File: config.mk
export PLATFORM = sky130hd
export DESIGN_NAME = lcd_byte_writer
export DESIGN_NICKNAME = d
export VERILOG_FILES = /design/src/rtl/lcd_byte_writer.sv
export SDC_FILE = /design/constraint.sdc
export NUM_CORES = 1
export LEC_CHECK = 0
export ABC_AREA = 1
export CORE_MARGIN = 1
export CORE_UTILIZATION = 45
export DETAILED_ROUTE_END_ITERATION = 16
export GPL_TIMING_DRIVEN = 0
export SLEW_MARGIN = 0
export SYNTH_ARGS = -nofsm -noshare
export SYNTH_HDL_FRONTEND = slang
export SYNTH_SLANG_ARGS = --single-unit
export TNS_END_PERCENT = 100
File: constraint.sdc
create_clock -name Clock -period 2.3 [get_ports Clock]
set_clock_uncertainty 0.2 [all_clocks]
set_input_delay 0.69 -clock Clock [delete_from_list [all_inputs] [get_ports Clock]]
set_output_delay 0.69 -clock Clock [all_outputs]
set_load 0.01 [all_outputs]
File: src/rtl/lcd_byte_writer.sv
// Writes one byte to a 4-bit HD44780-style LCD as two nibbles, then waits out
// the controller's execution time (long wait for clear/home commands).
module lcd_byte_writer #(
  parameter int unsigned SETUP_CYCLES      = 2,
  parameter int unsigned E_HIGH_CYCLES     = 12,
  parameter int unsigned NIBBLE_GAP_CYCLES = 50,
  parameter int unsigned CMD_WAIT_CYCLES   = 2000,
  parameter int unsigned CLEAR_WAIT_CYCLES = 82000
) (
  input  logic       Clock,
  input  logic       Reset,
  input  logic [7:0] iData,
  input  logic       iRS,
  input  logic       iValid,
  output logic       oReady,
  output logic       oDone,
  output logic       oLCD_Enabled,
  output logic       oLCD_RegisterSelect,
  output logic       oLCD_ReadWrite,
  output logic       oLCD_StrataFlashControl,
  output logic [3:0] oLCD_Data
);

  localparam int unsigned CNT_W = 32;

  localparam logic [CNT_W-1:0] SETUP_LOAD = CNT_W'(SETUP_CYCLES - 1);
  localparam logic [CNT_W-1:0] E_LOAD     = CNT_W'(E_HIGH_CYCLES - 1);
  localparam logic [CNT_W-1:0] GAP_LOAD   = CNT_W'(NIBBLE_GAP_CYCLES - 1);
  localparam logic [CNT_W-1:0] CMD_LOAD   = CNT_W'(CMD_WAIT_CYCLES - 1);
  localparam logic [CNT_W-1:0] CLEAR_LOAD = CNT_W'(CLEAR_WAIT_CYCLES - 1);

  typedef enum logic [2:0] {
    IDLE, HI_SETUP, HI_E, GAP, LO_SETUP, LO_E, WAIT, DONE
  } state_t;

  state_t           state;
  logic [CNT_W-1:0] cnt;
  logic [7:0]       byte_q;
  logic             rs_q;
  logic             accept_c;
  logic             is_clear_c;
  logic             cnt_zero_c;

  assign oLCD_ReadWrite          = 1'b0;
  assign oLCD_StrataFlashControl = 1'b1;

  // oReady is only ever high in IDLE/DONE, so it alone qualifies an accept
  assign accept_c   = iValid && oReady;
  // Clear display (0x01) and return home (0x02/0x03) need the long wait
  assign is_clear_c = !rs_q && (byte_q == 8'h01 || byte_q == 8'h02 || byte_q == 8'h03);
  assign cnt_zero_c = (cnt == '0);

  always_ff @(posedge Clock or posedge Reset) begin
    if (Reset) begin
      state               <= IDLE;
      cnt                 <= '0;
      byte_q              <= 8'h00;
      rs_q                <= 1'b0;
      oReady              <= 1'b0;
      oDone               <= 1'b0;
      oLCD_Enabled        <= 1'b0;
      oLCD_RegisterSelect <= 1'b0;
      oLCD_Data           <= 4'h0;
    end else begin
      oDone <= 1'b0;
      case (state)
        IDLE, DONE: begin
          oLCD_Enabled <= 1'b0;
          if (accept_c) begin
            byte_q              <= iData;
            rs_q                <= iRS;
            oLCD_Data           <= iData[7:4];
            oLCD_RegisterSelect <= iRS;
            oReady              <= 1'b0;
            cnt                 <= SETUP_LOAD;
            state               <= HI_SETUP;
          end else begin
            oReady <= 1'b1;
            cnt    <= '0;
            state  <= IDLE;
          end
        end
        HI_SETUP: begin
          if (cnt_zero_c) begin
            oLCD_Enabled <= 1'b1;
            cnt          <= E_LOAD;
            state        <= HI_E;
          end else begin
            cnt <= cnt - 1'b1;
          end
        end
        HI_E: begin
          if (cnt_zero_c) begin
            oLCD_Enabled <= 1'b0;
            cnt          <= GAP_LOAD;
            state        <= GAP;
          end else begin
            cnt <= cnt - 1'b1;
          end
        end
        GAP: begin
          if (cnt_zero_c) begin
            oLCD_Data <= byte_q[3:0];
            cnt       <= SETUP_LOAD;
            state     <= LO_SETUP;
          end else begin
            cnt <= cnt - 1'b1;
          end
        end
        LO_SETUP: begin
          if (cnt_zero_c) begin
            oLCD_Enabled <= 1'b1;
            cnt          <= E_LOAD;
            state        <= LO_E;
          end else begin
            cnt <= cnt - 1'b1;
          end
        end
        LO_E: begin
          if (cnt_zero_c) begin
            oLCD_Enabled <= 1'b0;
            cnt          <= is_clear_c ? CLEAR_LOAD : CMD_LOAD;
            state        <= WAIT;
          end else begin
            cnt <= cnt - 1'b1;
          end
        end
        WAIT: begin
          if (cnt_zero_c) begin
            oDone  <= 1'b1;
            oReady <= 1'b1;
            state  <= DONE;
          end else begin
            cnt <= cnt - 1'b1;
          end
        end
        default: begin
          oLCD_Enabled <= 1'b0;
          oReady       <= 1'b0;
          cnt          <= '0;
          state        <= IDLE;
        end
      endcase
    end
  end

endmodule

==> results of run 1 <==
[registers in the layout, indices dropped and copies added (netlist names)]
name,count
oLCD_Enabled,1
cnt,32
rs_q,1
oReady,1
oLCD_Data,4
byte_q,8
oDone,1
state,3
[cell type report]
cell class                 count  area (um2)  share of cell area (%)
multi-input combinational    329        1880                    48.1
sequential                    51        1280                    32.7
inverter                      66         255                    6.55
timing repair buffer          21         218                    5.58
tap                           99         124                    3.18
clock buffer                   5        68.8                    1.77
buffer                         6        55.1                    1.41
clock inverter                 3        26.3                   0.674
[power groups by stage]
stage               clock, mW  combinational, mW  sequential [mW]
finish                  0.566             0.0496            0.897
global route            0.611             0.0572            0.898
CTS                     0.580             0.0521            0.897
detailed placement          0             0.0520            0.915
global placement            0             0.0469            0.915
floorplan                   0             0.0194            0.915
[repair_timing]
action | in CTS | in global routing
buffers inserted | 0 | 1
hold buffers | 0 | 0
resized for setup | 0 | 13
endpoints found under the setup margin | 0 | 27
[worst max-delay path, cell delays in order (launching register included)]
cell and delay (ps):
dfrtp_1 440, nor2_2 200, nand2_1 140, nor2_1 140, nand2_1 100, nor2_4 250
nor2_4 80, nor2_8 110, nand3_4 110, clkinv_4 120, buf_12 150, nor2_2 40
[metal layers]
layer | GRT usage, % | vias up | routed length (um)
met5 | 0 | - | 0
met4 | 6.06 | 0 | 128
met3 | 2.86 | 12 | 153
met2 | 40.0 | 33 | 4000
met1 | 26.5 | 1331 | 3470
li1 | - | 1490 | -
[cells in the final DEF, fill, tap and decap left out, types with 7 or more instances in the layout]
cell and n:
a21oi_1 17, o21ai_0 18, nand3_1 20, clkdlybuf4s50_1 19, xor2_1 9, nor2_1 71
nand4_1 12, nand2_1 84, nand2_2 7, nor2_4 12, dfrtp_1 51, inv_1 58
nor2_2 21
[worst min-delay path by stage]
stage | startpoint | slack (ps) | end | depth (start not counted)
2_1_floorplan | byte_q[6] | 250 | byte_q[6] | 2
4_1_cts | byte_q[6] | 310 | byte_q[6] | 2
6_report | byte_q[6] | 300 | byte_q[6] | 2
3_3_place_gp | byte_q[6] | 270 | byte_q[6] | 2
3_5_place_dp | byte_q[6] | 280 | byte_q[6] | 2
5_1_grt | byte_q[6] | 340 | byte_q[6] | 2
[cell families after synthesis]
kind of cell / after synthesis / synth area share [%]
and+or+nand+nor: 251 / 37.2
buffers and inverters: 72 / 8.98
AOI/OAI and AO/OA: 51 / 8.91
DFF: 51 / 37.2
xor gates and xnor gates: 13 / 3.32
adders and majority gates: 6 / 2.19
muxes: 6 / 1.97
other: 2 / 0.219
[metrics by stage]
stage          setup TNS [ps]  worst slack, ps  instances  total power, mW
6_report                    0             96.7        580             1.51
5_1_grt                     0           0.0919        580             1.57
4_1_cts                     0             54.4        579             1.53
2_1_floorplan               0              180        452            0.935
3_3_place_gp           -45620             -891        570            0.962
3_5_place_dp             -349            -92.4        571            0.967
==> flow_metrics.tcl, run 1 <==
set metrics [dict create \
    cts_tree "yes" \
    share_comb_of_total_power_pct 3.3 \
    drt_iter0_drc 102 \
    firstDrtPassIters 4 \
    p_per_area_nw_per_um2 388 \
    postSynth.asyncResetShare_pct 100 \
    antenna_found_initial 0 \
    end_kind "flop" \
    ctsHtreeMaxLevel 2 \
    grt_pass1_vias 2807 \
    die_h_um 89.3 \
    critical_path.max_fanout 10 \
    drtAntennaViolNets 0 \
    place_congestion 0.876 \
    reg2reg_depth 11 \
    startpoint "cnt[24]" \
    synth.largest_area_cell "dfrtp_1" \
    clockBufferDepth 2 \
    io_buffer_count 19 \
    fillers 741 \
    drc 0 \
    drv_slew 0 \
    yosysMostFrequentCell "nand2_1" \
    die_area_um2 7970 \
    layout-drive-gt1-share_pct 17.7 \
    avgSynthCellArea_um2 7.58 \
    postRouteWirelength_mm 7.76 \
    crit_end "cnt[13]" \
    utilization_pct 53.5 \
    ys_top_cells_by_area "dfrtp_1 (37%), nand2_1 (9.3%), nor2_1 (8.0%)" \
    min_period_ps 2200 \
    ios 22 \
    rows 31 \
    intPower_mw 1.15 \
    finalSetupViolations 0 \
    yosysSeqAreaShare_pct 37.2 \
    root_buffer "clkbuf_8" \
    critPathArrivalTime_ps 2220 \
    r2r_start "cnt[24]" \
    rr_endpoint "cnt[13]" \
    relSlewSlack_pct 64.8 \
    fin_nets 498 \
    grtUsageTotal_pct 21.7 \
    diodes 0 \
    hp-class "reg -> reg" \
    synth_commonest_cells "nand2_1 (85), nor2_1 (73), inv_1 (60)" \
    worstSetupStartpointType "flop" \
    insertion_delay_ps 310 \
    regToRegSetupSlack_ps 100 \
    outcome "completed" \
    final_area_um2 3900 \
    ys_warn_count 0 \
    cts_buffers 5 \
    vias 2866 \
    final_hold_viol_count 0 \
    p_sw_mw 0.367 \
    seqPwrFrac_pct 59.3 \
    die_w_um 89.3 \
    cp.required_ps 2310 \
    worstMarginPinSlew_ps 527 \
    rsz0062_at_grt "no" \
    ys_seq_elements 51 \
    max_freq_mhz 454 \
    grt-ovfl-total 0 \
    syn_to_final_growth_pct 13.8 \
    leakagePower_nw 2.03 \
    fin_crit_sh_pct 95.8 \
    cts_sinks 51 \
    grt_max_degree 30 \
    clk_pin_slew_ps 110 \
    synth_edf_count 0 \
    vdd_drop_max_mv 0.197 \
    dp_hpwl_mm 6.18 \
    core-area_um2 7290 \
    synth_top_area_share_pct 37.2 \
    place_area_um2 3760 \
    pwr-share-clk_pct 37.4 \
    syn-instance-count 452 \
    maxCapViolCount 0 \
    ys.flop_type "dfrtp_1" \
    start_util_pct 47.0 \
    p_sw_share_pct 24.2 \
    vias_per_cell 4.94 \
    critPathKind "reg -> reg" \
    synth_cell_types 42 \
    syn_nets 470 \
    holdWs_ps 305 \
    grt_pass1_wl_mm 13.2 \
    wl_per_cell_um 13.4 \
    synth_area_um2 3430 \
]
Note: power is estimated with default switching activity, not from simulation.
==> inputs of run 2 (changes only) <==
==> constraint.sdc (replaced) <==
create_clock -name Clock -period 2.15 [get_ports Clock]
set_clock_uncertainty 0.2 [all_clocks]
set_input_delay 0.645 -clock Clock [delete_from_list [all_inputs] [get_ports Clock]]
set_output_delay 0.645 -clock Clock [all_outputs]
set_load 0.01 [all_outputs]
==> run 2 against run 1 <==
Effect of this change:
- die area did not move
- critical path type unchanged
- highest routed layer unchanged
- hold slack improved by 1.9 ps
- power up 7.1%
- cell count grew 5.3%
- wire length increased by 7.0%
- non-clock buffer count up 31
- clock power is 7.2% higher
- count of clock-buffer cells in the layout unchanged
- register-to-register slack worse by 40 ps
- cell area increased by 9.8%
- global-route usage up 0.079 points
- core utilization rose by 5.2 points
==> flow_metrics.tcl, run 2 (synthesis gave the netlist of run 1 again) <==
set metrics [dict create \
    worstSetupStartpointType "flop" \
    slowest_stage "dfrtp_1" \
    clk_pin_slew_ps 110 \
    wl_per_cell_um 13.6 \
    tns_ps 0 \
    fin_crit_sh_pct 97.5 \
    antenna_found_initial 0 \
    clockBufferDepth 2 \
    firstDrtPassIters 5 \
    cts_sinks 51 \
    ctsHtreeMaxLevel 2 \
    slowest_delay_ps 430 \
    maxCapViolCount 0 \
    leakagePower_nw 2.19 \
    finalSetupViolations 0 \
    critical_path.max_fanout 8 \
    final_cell_mix "nand2_1 (78), nor2_1 (63), inv_1 (57)" \
    io_buffer_count 19 \
    cts_buffers 5 \
    hp-class "reg -> reg" \
    worstMarginPinSlew_ps 539 \
    critPathArrivalTime_ps 2110 \
    postRouteWirelength_mm 8.30 \
    min_period_ps 2100 \
    p_sw_share_pct 24.3 \
    place_congestion 0.876 \
    layout_commonest_cell "nand2_1" \
    cp.required_ps 2170 \
    p_per_area_nw_per_um2 379 \
    grt-ovfl-total 0 \
    p_sw_mw 0.394 \
    drt_iter0_drc 113 \
    start_util_pct 47.0 \
    final_area_um2 4280 \
    intPower_mw 1.23 \
    vias_per_cell 5.02 \
    place_inst 571 \
    grt_pass1_wl_mm 13.2 \
    end_kind "flop" \
    drtAntennaViolNets 0 \
    root_buffer "clkbuf_8" \
    cts_tree "yes" \
    rows 31 \
    place_area_um2 3760 \
    diodes 0 \
    die_h_um 89.3 \
    post-place-ws_ps -197 \
    die_w_um 89.3 \
    path_cells "inv_4, ha_4, nand2_2, nor2_2, nand2_2, nor2_4, nor2_4, nor2_8, nand3_4, inv_8, clkbuf_16, nor2_2" \
    vdd_drop_max_mv 0.212 \
    grt_pass1_vias 2838 \
    final_cells 611 \
    reg.largest.list "cnt (32), byte_q (8), oLCD_Data (4)" \
    final_hold_viol_count 0 \
    power.total_mw 1.62 \
    layout-drive-gt1-share_pct 27.5 \
    fin_nets 529 \
    share_comb_of_total_power_pct 3.3 \
    die_area_um2 7970 \
    seqPwrFrac_pct 59.2 \
    insertion_delay_ps 310 \
    holdWs_ps 307 \
    vias 3065 \
    regMostFlops "cnt" \
    max_freq_mhz 477 \
    syn_to_final_growth_pct 24.9 \
    relSlewSlack_pct 64.0 \
    drc 0 \
    critPathKind "reg -> reg" \
    utilization_pct 58.7 \
    outcome "completed" \
    largest_reg_flops 32 \
    fin_ws_ps 53.1 \
    fillers 699 \
    ios 22 \
    dp_hpwl_mm 6.18 \
    grt_max_degree 30 \
    grtUsageTotal_pct 21.8 \
    drv_slew 0 \
    core-area_um2 7290 \
    pwr-share-clk_pct 37.5 \
    rsz0062_at_grt "yes" \
]
==> run 2: changes by cell type in the layout (fill, tap and decap cells not counted), sizes merged <==
cell / delta
inv: +1
clkbuf: +1
clkinv: -1
buf: +30
==> run 2: path summary, 6_finish.rpt <==
kind	endpoint	startpoint	slack (ps)	depth (start not counted)
setup / recovery	cnt[20]	cnt[0]	50	12
hold / removal	byte_q[6]	byte_q[6]	310	2
setup reg to reg	cnt[20]	cnt[0]	50	12
hold reg to reg	byte_q[6]	byte_q[6]	310	2
max in group asynchronous	cnt[18]	Reset	710	3
min in group asynchronous	cnt[14]	Reset	490	2
==> run 2: timing repair <==
action | in CTS | in global routing
pin swaps | 2 | 17
hold buffers | 0 | 0
setup buffers | 3 | 28
cloned | 0 | 1
setup endpoints to repair | 14 | 43
gates resized for setup | 6 | 46
endpoints found under the hold margin | 0 | 0
==> run 2: final cells by class <==
| class | count | area, um2 | area share [%] |
|---|---|---|---|
| Clock buffer | 5 | 68.8 | 1.61 |
| Tap cell | 99 | 124 | 2.89 |
| Sequential cell | 51 | 1280 | 30.0 |
| Timing Repair Buffer | 52 | 468 | 10.9 |
| Inverter | 66 | 260 | 6.08 |
| Multi-Input combinational cell | 329 | 1990 | 46.6 |
| Buffer | 6 | 55.1 | 1.29 |
| Clock inverter | 3 | 26.3 | 0.614 |
==> run 2: critical path: cells and delay by family, from the launching register on <==
family / cells / cell delay, ps
flops: 1 / 430
buf+inv: 3 / 400
fa+ha+maj: 1 / 150
simple gates: 8 / 810
==> run 2: per-layer routing <==
layer / GRT usage (%) / part of all wire (%) / vias up
met5: 0 / 0 / -
met4: 6.06 / 1.2 / 0
met3: 2.86 / 2.2 / 9
met2: 40.6 / 53 / 45
met1: 26.3 / 43 / 1458
li1: - / - / 1553
==> run 2: power by group through the flow <==
stage / combinational [mW] / sequential (mW) / clock [mW]
6_report: 0.0536 / 0.960 / 0.607
5_1_grt: 0.0614 / 0.960 / 0.653
4_1_cts: 0.0558 / 0.960 / 0.620
3_5_place_dp: 0.0556 / 0.979 / 0
3_3_place_gp: 0.0501 / 0.979 / 0
2_1_floorplan: 0.0207 / 0.979 / 0
